`config.mk`:
```
export PLATFORM = sky130hd
export DESIGN_NAME = uart_rx
export DESIGN_NICKNAME = d
export VERILOG_FILES = /design/src/rtl/uart_rx.sv
export SDC_FILE = /design/constraint.sdc
export NUM_CORES = 1
export LEC_CHECK = 0
export BUFFER_PORTS_ARGS = -buffer_cell sky130_fd_sc_hd__buf_2
export CORE_ASPECT_RATIO = 0.5
export CORE_MARGIN = 4
export CORE_UTILIZATION = 64
export DETAILED_ROUTE_END_ITERATION = 8
export GPL_ROUTABILITY_DRIVEN = 0
export PLACE_DENSITY = 0.92
export REMOVE_ABC_BUFFERS = 1
export SLEW_MARGIN = 10
export SYNTH_ARGS = -nofsm -noshare
export SYNTH_HDL_FRONTEND = slang
export SYNTH_SLANG_ARGS = --single-unit
```
`constraint.sdc`:
```
create_clock -name CLK -period 6.4 [get_ports CLK]
set_input_delay 1.28 -clock CLK [delete_from_list [all_inputs] [get_ports CLK]]
set_output_delay 1.28 -clock CLK [all_outputs]
set_load 0.05 [all_outputs]
```
`src/rtl/uart_rx.sv`:
```
// rtl/uart_rx.sv - oversampling UART receiver with majority vote, optional parity and stop check
module uart_rx #(
    parameter int width = 8
) (
    input  logic             CLK,
    input  logic             Reset,
    input  logic             RX_IN,
    input  logic [5:0]       Prescale,
    input  logic             PAR_EN,
    input  logic             PAR_TYP,
    output logic [width-1:0] P_DATA,
    output logic             Data_valid,
    output logic             Par_err,
    output logic             Stop_err
);

    localparam int BW = (width > 1) ? $clog2(width) : 1;

    typedef enum logic [2:0] {
        S_IDLE,
        S_START,
        S_DATA,
        S_PARITY,
        S_STOP
    } state_t;

    state_t           state_q, state_d;
    logic [5:0]       edge_cnt_q, edge_cnt_d;
    logic [BW-1:0]    bit_cnt_q, bit_cnt_d;
    logic [2:0]       samples_q, samples_d;
    logic [width-1:0] sr_q, sr_d;
    logic [5:0]       prescale_q, prescale_d;
    logic             par_en_q, par_en_d;
    logic             par_typ_q, par_typ_d;
    logic             par_fail_q, par_fail_d;
    logic             seen_high_q, seen_high_d;
    logic [width-1:0] p_data_q, p_data_d;
    logic             data_valid_q, data_valid_d;
    logic             par_err_q, par_err_d;
    logic             stop_err_q, stop_err_d;

    logic [5:0] half;
    logic       smp_slot;
    logic       dec_slot;
    logic       last_slot;
    logic       vote;
    logic       par_exp;

    assign half      = {1'b0, prescale_q[5:1]};
    assign smp_slot  = (state_q != S_IDLE) &&
                       ((edge_cnt_q == half - 6'd1) || (edge_cnt_q == half) ||
                        (edge_cnt_q == half + 6'd1));
    assign dec_slot  = (edge_cnt_q == half + 6'd2);
    assign last_slot = (edge_cnt_q == prescale_q - 6'd1);
    assign vote      = (samples_q[0] & samples_q[1]) | (samples_q[0] & samples_q[2]) |
                       (samples_q[1] & samples_q[2]);
    assign par_exp   = par_typ_q ? ~^sr_q : ^sr_q;

    always_comb begin
        state_d      = state_q;
        edge_cnt_d   = edge_cnt_q;
        bit_cnt_d    = bit_cnt_q;
        samples_d    = samples_q;
        sr_d         = sr_q;
        prescale_d   = prescale_q;
        par_en_d     = par_en_q;
        par_typ_d    = par_typ_q;
        par_fail_d   = par_fail_q;
        seen_high_d  = seen_high_q;
        p_data_d     = p_data_q;
        data_valid_d = 1'b0;
        par_err_d    = 1'b0;
        stop_err_d   = 1'b0;

        if (state_q != S_IDLE) begin
            edge_cnt_d = last_slot ? 6'd0 : edge_cnt_q + 6'd1;
        end
        if (smp_slot) begin
            samples_d = {samples_q[1:0], RX_IN};
        end

        case (state_q)
            S_IDLE: begin
                // A continuous low (break) must not retrigger: require a high first.
                if (RX_IN) begin
                    seen_high_d = 1'b1;
                end else if (seen_high_q) begin
                    state_d     = S_START;
                    edge_cnt_d  = 6'd1;
                    bit_cnt_d   = '0;
                    prescale_d  = Prescale;
                    par_en_d    = PAR_EN;
                    par_typ_d   = PAR_TYP;
                    par_fail_d  = 1'b0;
                    seen_high_d = 1'b0;
                end
            end
            S_START: begin
                if (dec_slot && vote) begin
                    state_d     = S_IDLE;
                    edge_cnt_d  = 6'd0;
                    seen_high_d = 1'b1;
                end else if (last_slot) begin
                    state_d = S_DATA;
                end
            end
            S_DATA: begin
                if (dec_slot) begin
                    sr_d = {vote, sr_q[width-1:1]};
                end
                if (last_slot) begin
                    if (bit_cnt_q == BW'(width - 1)) begin
                        bit_cnt_d = '0;
                        state_d   = par_en_q ? S_PARITY : S_STOP;
                    end else begin
                        bit_cnt_d = bit_cnt_q + 1'b1;
                    end
                end
            end
            S_PARITY: begin
                if (dec_slot && (vote != par_exp)) begin
                    par_fail_d = 1'b1;
                end
                if (last_slot) begin
                    state_d = S_STOP;
                end
            end
            S_STOP: begin
                if (last_slot) begin
                    state_d     = S_IDLE;
                    stop_err_d  = ~vote;
                    par_err_d   = par_fail_q;
                    seen_high_d = vote;
                    if (vote && !par_fail_q) begin
                        p_data_d     = sr_q;
                        data_valid_d = 1'b1;
                    end
                end
            end
            default: state_d = S_IDLE;
        endcase
    end

    always_ff @(posedge CLK or negedge Reset) begin
        if (!Reset) begin
            state_q      <= S_IDLE;
            edge_cnt_q   <= '0;
            bit_cnt_q    <= '0;
            samples_q    <= '0;
            sr_q         <= '0;
            prescale_q   <= '0;
            par_en_q     <= 1'b0;
            par_typ_q    <= 1'b0;
            par_fail_q   <= 1'b0;
            seen_high_q  <= 1'b0;
            p_data_q     <= '0;
            data_valid_q <= 1'b0;
            par_err_q    <= 1'b0;
            stop_err_q   <= 1'b0;
        end else begin
            state_q      <= state_d;
            edge_cnt_q   <= edge_cnt_d;
            bit_cnt_q    <= bit_cnt_d;
            samples_q    <= samples_d;
            sr_q         <= sr_d;
            prescale_q   <= prescale_d;
            par_en_q     <= par_en_d;
            par_typ_q    <= par_typ_d;
            par_fail_q   <= par_fail_d;
            seen_high_q  <= seen_high_d;
            p_data_q     <= p_data_d;
            data_valid_q <= data_valid_d;
            par_err_q    <= par_err_d;
            stop_err_q   <= stop_err_d;
        end
    end

    assign P_DATA     = p_data_q;
    assign Data_valid = data_valid_q;
    assign Par_err    = par_err_q;
    assign Stop_err   = stop_err_q;

endmodule

```
==> results by group, run 1 <==
Power
  – Sw Ratio: 42.2%
  – Cell Pwr Density: 465 nW/um^2
  – Max IR drop VDD: 0.234 mV
  – Leak pwr: 1.35 nW
  – Clock share of power: 13.6%
  – Power, Total: 1.33 mW
  – Switching power: 0.561 mW
  – Sequential power share: 36.8%
  – Pint: 0.770 mW
  – Comb pwr share: 49.6%

Routing
  – First-pass detailed-route iteration total: 4
  – Drt first-iter violations: 147
  – Antenna viol nets, final: 0
  – Vias: 1962
  – Routed length per placed instance: 15.9 um
  – Vias per inst: 6.04
  – Remaining DRCs: 0
  – DRT Wirelength: 5150 um

Critical path
  – CP startpoint kind: flip-flop
  – Reg-to-Reg End: P_DATA[3]
  – WP data required: 6580 ps
  – CP Class: flip-flop to flip-flop
  – CP Max Fanout: 9
  – CP endpoint kind: flip-flop
  – RR Startpoint: prescale_q[1]
  – R2r setup slk: 3630 ps
  – Reg2Reg Depth: 8
  – Worst EP arrival: 2950 ps

Synth
  – Post-Syn Area per Cell: 10.4 um^2
  – Post-Synthesis Cells: 257
  – Sequential cell area fraction in the yosys report: 41.4%
  – Yosys warning count: 0
  – Top cells by area, synth: dfrtp_1 41%, mux2_2 11%, xnor2_1 7.2%
  – Number of synthesized flops with an enable pin: 0
  – Number of synthesized register bits: 44
  – Synth top area share: 41.4%
  – Synth area leader: dfrtp_1
  – Post-synth top cells: 44 x dfrtp_1, 26 x mux2_2, 22 x xnor2_1
  – Count leader, synth: dfrtp_1
  – Top FF cell, synth: dfrtp_1
  – Ys async rst share: 100%
  – Post-Syn Area: 2660 um^2
  – Unique masters post-synth: 55

Floorplan
  – CORE AREA: 3940 um^2
  – Die Ht: 53.6 um
  – Die width: 99.2 um
  – # IOs: 22
  – Initial Utilization: 67.5%
  – Die ar.: 5320 um^2
  – Row cnt: 16

Timing
  – WHS: 504 ps
  – Slack of the critical path: 3630 ps
  – Clock Skew: 3.73 ps
  – Max Fclk: 0.361 GHz
  – Tcrit/Tclk final: 43.3%
  – Max Slew Vio Count: 0
  – Worst-Margin Slew: 952 ps
  – Setup TNS: 0 ps
  – Tmin final: 2770 ps
  – Final hold viol count: 0
  – RSZ-0062 raised after global routing: false
  – Final setup vio count: 0
  – Rel. slew slack: 36.5%

Clocking
  – CTS tree: built
  – Num Clock Sinks: 44
  – CTS Buf Count: 5
  – Total setup buffers inserted after CTS: 0
  – # H-tree levels: 2
  – Root buf cell: clkbuf_8
  – Later-pin clock latency in the skew report: 290 ps
  – Post-CTS Hold Fix Bufs: 0
  – Post-cts repair resize count: 0
  – Buffer levels on the longest clock path: 2
  – Clk slew on worst S/H paths: 80 ps

Global routing
  – Number of global-route vias before repair: 1896
  – Initial antenna violation count: 0
  – Largest net degree at the start of global routing: 45
  – GRT Total Usage: 21.2%
  – Final global-route overflow total: 0
  – First-pass GRT wire length: 8850 um

Layout
  – Register Area: 1100 um^2
  – Antenna cells: 0
  – Fill cells: 271
  – Synth-to-layout area growth: 7.62%
  – Multi-input logic area: 1460 um^2
  – Layout cells sized above 1: 22.5%
  – Core Util, Final: 72.6%
  – Nets: 292

Place
  – Port Buffers: 21
  – Setup slack at placement: 3410 ps
  – DP Wirelength: 3810 um

Job
  – Max-Cap Viols: 0

Worst hold path
  – Worst Hold End: P_DATA[1]
  – Hold crit path type: flip-flop to flip-flop
  – Hold Path Depth: 1
  – HP Start: P_DATA[1]

Run status
  – Outcome: completed
power groups by stage:
| stage | logic, mW | registers (mW) | clock network (mW) |
|---|---|---|---|
| final | 0.660 | 0.490 | 0.181 |
| after global routing | 0.732 | 0.505 | 0.201 |
| after CTS | 0.658 | 0.486 | 0.184 |
| after detailed placement | 0.653 | 0.491 | 0 |
| after global placement | 0.624 | 0.482 | 0 |
| after floorplan | 0.546 | 0.451 | 0 |
layer usage:
| layer | share of wire, % | vias up | global-route usage, % |
|---|---|---|---|
| li1 | - | 939 | - |
| met1 | 45 | 968 | 25.6 |
| met2 | 50 | 46 | 39.1 |
| met3 | 4.1 | 9 | 5.43 |
| met4 | 1.3 | 0 | 4.99 |
| met5 | 0 | - | 0 |
critical path, stage by stage, from the launching register on:
cell      delay (ps)
dfrtp_1          490
inv_1            200
ha_1             250
nand2b_1          90
a211oi_1         300
xnor2_1          200
nand3_2          160
nor4_4           560
mux2_2           400
registers in the layout, indices dropped and copies added, names as in the netlist:
register	cells
sr_q	8
Stop_err	1
par_typ_q	1
par_en_q	1
Data_valid	1
bit_cnt_q	3
par_fail_q	1
seen_high_q	1
edge_cnt_q	6
state_q	3
prescale_q	6
P_DATA	8
Par_err	1
samples_q	3
layout make-up:
| cell class | instances | share of cell area, % |
|---|---|---|
| flip-flops and latches | 44 | 38.4 |
| multi-input cells | 190 | 51.0 |
| clock buffers | 7 | 3.36 |
| inverters | 9 | 1.18 |
| repair buffers | 21 | 3.67 |
| well taps | 54 | 2.36 |
cell families (layout without fill, tap and decap cells):
| group | after synthesis | in the layout | share of synthesized area [%] |
|---|---|---|---|
| compound gates | 47 | 47 | 12.5 |
| xor+xnor | 30 | 30 | 9.87 |
| fa+ha+maj | 10 | 10 | 4.70 |
| buf+inv | 23 | 37 | 3.76 |
| flops | 44 | 44 | 41.4 |
| mux | 30 | 30 | 12.5 |
| simple gates | 73 | 73 | 15.3 |
worst max path at each step:
stage | slack, ps | to | cells past startpoint | from
6_report | 3630 | P_DATA[3] | 8 | prescale_q[1]
5_1_grt | 3380 | P_DATA[7] | 8 | prescale_q[1]
4_1_cts | 3580 | P_DATA[3] | 8 | prescale_q[1]
3_5_place_dp | 3410 | edge_cnt_q[4] | 6 | RX_IN
3_3_place_gp | 3570 | edge_cnt_q[4] | 6 | RX_IN
2_1_floorplan | 3880 | edge_cnt_q[2] | 5 | RX_IN
cell usage in the layout (no fill, tap or decap), types with 8 or more instances in the layout:
cell type  instances
dfrtp_1           44
mux2_2            26
xnor2_1           22
buf_2             21
nand2_1           16
o21ai_0           10
nor2_1            10
ha_1              10
inv_1              9
nand3_1            8
xor2_1             8
through the flow:
stage	cell area (um^2)	cells
3_5_place_dp	2770	318
5_1_grt	2860	325
6_report	2860	325
3_3_place_gp	2770	318
2_1_floorplan	2590	243
4_1_cts	2860	325
Note: power is estimated with default switching activity, not from simulation.
==> run 2: changes to the inputs <==
--- a/config.mk
+++ b/config.mk
@@ -5,13 +5,14 @@
 export SDC_FILE = /design/constraint.sdc
 export NUM_CORES = 1
 export LEC_CHECK = 0
+export ABC_AREA = 1
 export BUFFER_PORTS_ARGS = -buffer_cell sky130_fd_sc_hd__buf_2
 export CORE_ASPECT_RATIO = 0.5
 export CORE_MARGIN = 4
-export CORE_UTILIZATION = 64
+export CORE_UTILIZATION = 54
 export DETAILED_ROUTE_END_ITERATION = 8
 export GPL_ROUTABILITY_DRIVEN = 0
-export PLACE_DENSITY = 0.92
+export PLACE_DENSITY = 0.83
 export REMOVE_ABC_BUFFERS = 1
 export SLEW_MARGIN = 10
 export SYNTH_ARGS = -nofsm -noshare
==> constraint.sdc (replaced) <==
create_clock -name CLK -period 2.5 [get_ports CLK]
set_input_delay 0.5 -clock CLK [delete_from_list [all_inputs] [get_ports CLK]]
set_output_delay 0.5 -clock CLK [all_outputs]
set_load 0.05 [all_outputs]
==> run 2 against run 1 <==
  * Flip-flop and latch count stayed put
  * Sequential share of layout area shrank 1.0 points
  * Non-clock buffer count up 3
  * Via count up 19%
  * Core utilization down 8.6 points
  * Fmax grew 30%
  * Final area rose by 2.7%
  * Clock-buffer cell count up 1
==> results by group, run 2 <==
Synth
  – Post-Synthesis Cells: 353 (+37%)
  – Post-synth top cells: 111 x nand2_1, 44 x dfrtp_1, 39 x inv_1
  – Top FF cell, synth: dfrtp_1
  – Unique masters post-synth: 30 (-45%)
  – Synth area leader: dfrtp_1
  – Count leader, synth: nand2_1
  – Ys async rst share: 100% (unchanged)
  – Post-Syn Area: 2680 um^2 (+0.52%)
  – Synth top area share: 41.2% (-0.21 points)
  – Post-Syn Area per Cell: 7.58 um^2 (-27%)
  – Sequential cell area fraction in the yosys report: 41.2% (-0.21 points)
  – Top cells by area, synth: dfrtp_1 41%, nand2_1 16%, inv_1 5.5%
  – Yosys warning count: 0 (unchanged)
  – Number of synthesized flops with an enable pin: 0 (unchanged)
  – Number of synthesized register bits: 44 (unchanged)

Clocking
  – Later-pin clock latency in the skew report: 290 ps (about the same)
  – CTS tree: built
  – CTS Buf Count: 5 (unchanged)
  – Num Clock Sinks: 44 (unchanged)
  – Clk slew on worst S/H paths: 80 ps (about the same)
  – Buffer levels on the longest clock path: 2 (unchanged)
  – Post-CTS Hold Fix Bufs: 0 (unchanged)
  – Root buf cell: clkbuf_8
  – # H-tree levels: 2 (unchanged)

Critical path
  – WP data required: 2670 ps (-3910 ps)
  – Critical-path cell list: inv_1, ha_1, xnor2_1, nor2_1, nand2_1, nor2_4, nand4_2, nand2_1, o21ai_1
  – CP Class: flip-flop to flip-flop
  – Reg2Reg Depth: 9 (+1)
  – CP bufs+invs: 1 (unchanged)
  – RR Startpoint: prescale_q[1]
  – CP Max Fanout: 17 (+8)
  – R2r setup slk: 370 ps (-3260 ps)
  – CP endpoint kind: flip-flop
  – CP max stage delay: 460 ps (-100 ps)
  – Critical-path top delay cell: dfrtp_1
  – Reg-to-Reg End: P_DATA[3]
  – Top delay family on crit path: simple AND/OR/NAND/NOR gates
  – Cell mode on critical path: nand2_1
  – Worst EP arrival: 2300 ps (-650 ps)
  – CP startpoint kind: flip-flop

Worst hold path
  – Hold crit path type: input pin to asynchronous set/reset pin

Run status
  – Outcome: completed

Floorplan
  – Initial Utilization: 58.2% (-9.3 points)
  – Die width: 108 um (+8.4%)
  – CORE AREA: 4590 um^2 (+16%)
  – Row cnt: 17 (+1)
  – Die Ht: 57.8 um (+7.8%)
  – Die ar.: 6210 um^2 (+17%)
  – # IOs: 22 (unchanged)

Routing
  – Antenna viol nets, final: 0 (unchanged)
  – Vias: 2328 (+19%)
  – Drt first-iter violations: 132 (-10%)
  – Routed length per placed instance: 12.4 um (-22%)
  – First-pass detailed-route iteration total: 4 (unchanged)
  – Remaining DRCs: 0 (unchanged)
  – Vias per inst: 5.23 (-13%)
  – DRT Wirelength: 5530 um (+7.2%)

Layout
  – Commonest non-fill, non-tap cells in the layout: 111 x nand2_1, 44 x dfrtp_1, 39 x inv_1
  – Synth-to-layout area growth: 9.96%
  – Multi-input logic area: 1380 um^2 (-5.6%)
  – Register Area: 1100 um^2 (unchanged)
  – Design area: 2940 um^2 (+2.7%)
  – Layout cells sized above 1: 12.7% (-9.8 points)
  – Nets: 399 (+37%)
  – Core Util, Final: 64.0% (-8.6 points)
  – Commonest non-fill, non-tap cell in the layout: nand2_1
  – Fill cells: 390 (+44%)
  – Antenna cells: 0 (unchanged)

Timing
  – Max Slew Vio Count: 0 (unchanged)
  – WHS: 171 ps (-333 ps)
  – Max Fclk: 0.470 GHz (+30%)
  – Worst-Margin Slew: 511 ps (-441 ps)
  – Final setup vio count: 0 (unchanged)
  – Final hold viol count: 0 (unchanged)
  – Rel. slew slack: 66.0% (+29 points)
  – Tmin final: 2130 ps (-642 ps)
  – Setup TNS: 0 ps (unchanged)
  – RSZ-0062 raised after global routing: false
  – Tcrit/Tclk final: 85.1% (+42 points)
  – Clock Skew: 4.74 ps (+1.01 ps)

Power
  – Cell Pwr Density: 407 nW/um^2 (-12%)
  – Power, Total: 1.20 mW (-10%)
  – Max IR drop VDD: 0.274 mV (+17%)
  – Leak pwr: 1.58 nW (+17%)

Global routing
  – Initial antenna violation count: 0 (unchanged)
  – First-pass GRT wire length: 9860 um (+11%)
  – Number of global-route vias before repair: 2287 (+21%)
  – Final global-route overflow total: 0 (unchanged)
  – GRT Total Usage: 19.5% (-1.6 points)
  – Largest net degree at the start of global routing: 25 (-44%)

Place
  – Port Buffers: 21 (unchanged)
  – DP Wirelength: 4320 um (+14%)
  – DP Area: 2850 um^2 (+2.8%)

Job
  – Max-Cap Viols: 0 (unchanged)
run 2: kinds of logic after synthesis:
group	after synthesis	share of synthesized area [%]
and+or+nand+nor	188	31.1
DFF	44	41.2
xor gates and xnor gates	23	7.53
buffers and inverters	49	7.48
muxes	1	0.421
AOI/OAI and AO/OA	38	7.67
adders and majority gates	10	4.68
run 2: worst max-delay path by stage:
stage               cells past startpoint  slack (ps)         to          start
detailed placement                      8         310    sr_q[7]  prescale_q[3]
floorplan                               5         660   par_en_q     state_q[1]
global route                            9         140    sr_q[2]  prescale_q[3]
global placement                        8         370    sr_q[3]  prescale_q[3]
finish                                  9         370  P_DATA[3]  prescale_q[1]
CTS                                     8         300    sr_q[0]  prescale_q[3]
run 2: per-stage QoR:
step                      worst slack, ps  cells
after floorplan                       660    347
after global placement                365    437
after detailed placement              305    437
after CTS                             301    445
after global routing                  138    445
final                                 372    445
run 2: power by group:
| part | total, mW | internal (mW) | switching [mW] |
|---|---|---|---|
| sequential | 0.716 | 0.713 | 0.00228 |
| combinational | 0.0326 | 0.0101 | 0.0224 |
| clock | 0.450 | 0.225 | 0.225 |
| total | 1.20 | 0.949 | 0.250 |
run 2: area by class of cell:
class	instances	share of cell area [%]
Sequential cell	44	37.4
Timing Repair Buffer	24	4.34
Clock buffer	8	3.06
Tap cell	66	2.81
Multi-Input combinational cell	260	46.9
Inverter	43	5.49
run 2: layer usage:
layer / share of wire [%] / GRT usage (%) / vias to the layer above
li1: - / - / 1166
met1: 47 / 25.2 / 1094
met2: 47 / 33.3 / 59
met3: 5.0 / 4.00 / 9
met4: 1.7 / 6.47 / 0
met5: 0 / 0 / -
run 2: timing repair:
action | 4_1_cts | 5_1_grt
resized for setup | 0 | 1
hold endpoints to repair | 0 | 0
buffers inserted | 0 | 0
endpoints found under the setup margin | 0 | 6
==> run 3: changes to the inputs <==
==> constraint.sdc (replaced) <==
create_clock -name CLK -period 2.5 [get_ports CLK]
set_input_delay 0.375 -clock CLK [delete_from_list [all_inputs] [get_ports CLK]]
set_output_delay 0.375 -clock CLK [all_outputs]
set_load 0.05 [all_outputs]
==> run 3 against run 2 <==
  * Core utilization rose by 0.52 points
  * Critical path depth fell by 1
  * Worst hold slack improved by 52 ps
  * Global-route usage rose by 1.0 points
  * Die area did not move
  * Total power rose by 11%
  * Largest power group unchanged
==> results by group, run 3 (synthesis results as in run 2) <==
Run status
  – Outcome: completed

Timing
  – Max Slew Vio Count: 0 (unchanged)
  – Max Fclk: 0.468 GHz (-0.35%)
  – Final setup vio count: 0 (unchanged)
  – Worst-Margin Slew: 964 ps (+453 ps)
  – Clock Skew: 5.39 ps (+0.647 ps)
  – Tmin final: 2140 ps (+7.40 ps)
  – Setup TNS: 0 ps (unchanged)
  – Tcrit/Tclk final: 85.4% (+0.30 points)
  – Rel. slew slack: 35.7% (-30 points)
  – Final hold viol count: 0 (unchanged)
  – Slack of the critical path: 365 ps (-7.40 ps)
  – RSZ-0062 raised after global routing: false

Power
  – Power, Total: 1.33 mW (+11%)
  – Cell Pwr Density: 448 nW/um^2 (+10%)
  – Leak pwr: 1.59 nW (+0.70%)
  – Max IR drop VDD: 0.275 mV (+0.51%)

Critical path
  – Worst setup path endpoint: sr_q[7]
  – CP max stage delay: 540 ps (+80 ps)
  – Top delay family on crit path: simple AND/OR/NAND/NOR gates
  – RR Startpoint: prescale_q[3]
  – CP Max Fanout: 16 (-1)
  – Reg2Reg Depth: 8 (-1)
  – Reg-to-Reg End: sr_q[7]
  – Critical path depth in cells: 8 (-1)
  – CP endpoint kind: flip-flop
  – CP Class: flip-flop to flip-flop
  – CP startpoint kind: flip-flop
  – Critical-path top delay cell: dfrtp_1
  – CP bufs+invs: 1 (unchanged)
  – Worst EP arrival: 2310 ps (about the same)
  – R2r setup slk: 360 ps (about the same)
  – CP startpoint: prescale_q[3]
  – WP data required: 2670 ps (about the same)
  – Critical-path cell list: inv_1, ha_1, xnor2_1, nand3_1, nor2_1, nand2_1, nor2_4, o21ai_0

Floorplan
  – Die width: 108 um (unchanged)
  – CORE AREA: 4590 um^2 (unchanged)
  – Die ar.: 6210 um^2 (unchanged)
  – Die Ht: 57.8 um (unchanged)
  – Initial Utilization: 58.2% (unchanged)
  – # IOs: 22 (unchanged)
  – Row cnt: 17 (unchanged)

Place
  – Port Buffers: 21 (unchanged)
  – Setup slack at placement: 259 ps (-46.6 ps)
  – DP Area: 2840 um^2 (-0.26%)
  – DP Wirelength: 4420 um (+2.1%)

Global routing
  – Initial antenna violation count: 0 (unchanged)
  – GRT Total Usage: 20.5% (+1.0 points)
  – Number of global-route vias before repair: 2381 (+4.1%)
  – Final global-route overflow total: 0 (unchanged)
  – Largest net degree at the start of global routing: 45 (+80%)
  – Met2 usage: 36.9% (+3.6 points)
  – GR Util met1: 25.8% (+0.60 points)
  – Routing usage on met3: 3.23% (-0.78 points)
  – Most crowded layer after global routing: met2
  – First-pass GRT wire length: 10400 um (+5.4%)

Clocking
  – CTS tree: built
  – Post-CTS Hold Fix Bufs: 0 (unchanged)
  – Root buf cell: clkbuf_8
  – Buffer levels on the longest clock path: 2 (unchanged)
  – Num Clock Sinks: 44 (unchanged)
  – Later-pin clock latency in the skew report: 300 ps (about the same)
  – CTS Buf Count: 5 (unchanged)
  – # H-tree levels: 2 (unchanged)
  – Clk slew on worst S/H paths: 90 ps (about the same)

Routing
  – Drt first-iter violations: 138 (+4.5%)
  – Vias: 2319 (-0.39%)
  – Antenna viol nets, final: 0 (unchanged)
  – First-pass detailed-route iteration total: 4 (unchanged)
  – Remaining DRCs: 0 (unchanged)
  – Vias per inst: 5.22 (-0.16%)
  – DRT Wirelength: 5810 um (+5.1%)
  – Routed length per placed instance: 13.1 um (+5.3%)

Layout
  – Layout cells sized above 1: 13.0% (+0.30 points)
  – Design area: 2970 um^2 (+0.81%)
  – Commonest non-fill, non-tap cell in the layout: nand2_1
  – Synth-to-layout area growth: 10.9%
  – Commonest non-fill, non-tap cells in the layout: 111 x nand2_1, 44 x dfrtp_1, 39 x inv_1
  – Core Util, Final: 64.5% (+0.52 points)
  – Nets: 398 (-0.25%)
  – Fill cells: 408 (+4.6%)
  – Antenna cells: 0 (unchanged)

Worst hold path
  – Hold crit path type: input pin to asynchronous set/reset pin

Job
  – Max-Cap Viols: 0 (unchanged)
## run 3: layout make-up
cell class | count | area (um^2) | area share (%)
repair buffers | 23 | 120 | 4.05
multi-input cells | 260 | 1380 | 46.5
clock inverters | 2 | 38.8 | 1.31
flip-flops and latches | 44 | 1100 | 37.1
inverters | 43 | 161 | 5.44
clock buffers | 6 | 82.6 | 2.78
well taps | 66 | 82.6 | 2.78
## run 3: how the worst min path moves through the flow
| stage | from | to | slack (ps) | depth (start not counted) |
|---|---|---|---|---|
| 5_1_grt | Reset | P_DATA[3] | 320 | 1 |
| 3_5_place_dp | P_DATA[1] | P_DATA[1] | 490 | 2 |
| 2_1_floorplan | Reset | Data_valid | 80 | 0 |
| 3_3_place_gp | P_DATA[2] | P_DATA[2] | 470 | 2 |
| 4_1_cts | Reset | P_DATA[3] | 250 | 1 |
| 6_report | Reset | P_DATA[3] | 220 | 1 |
## run 3: stage by stage
step	instances	hold slack, ps
after floorplan	347	79.4
after global placement	436	466
after detailed placement	436	485
after CTS	444	254
after global routing	444	320
final	444	224
## run 3: timing repair
item	in CTS	in global routing
buffers inserted	0	0
hold endpoints to repair	0	0
endpoints found under the setup margin	0	1
gates resized for setup	0	1
## run 3: metal layers
layer / routed length [um] / up-vias / part of all wire (%)
li1: - / 1164 / -
met1: 2740 / 1078 / 47
met2: 2730 / 67 / 47
met3: 249 / 10 / 4.3
met4: 90 / 0 / 1.6
met5: 0 / - / 0
## run 3: power by group
group          leakage (nW)  switching, mW  internal (mW)
logic                 0.989         0.0227        0.00914
clock network        0.0614          0.254          0.327
registers             0.541        0.00221          0.713
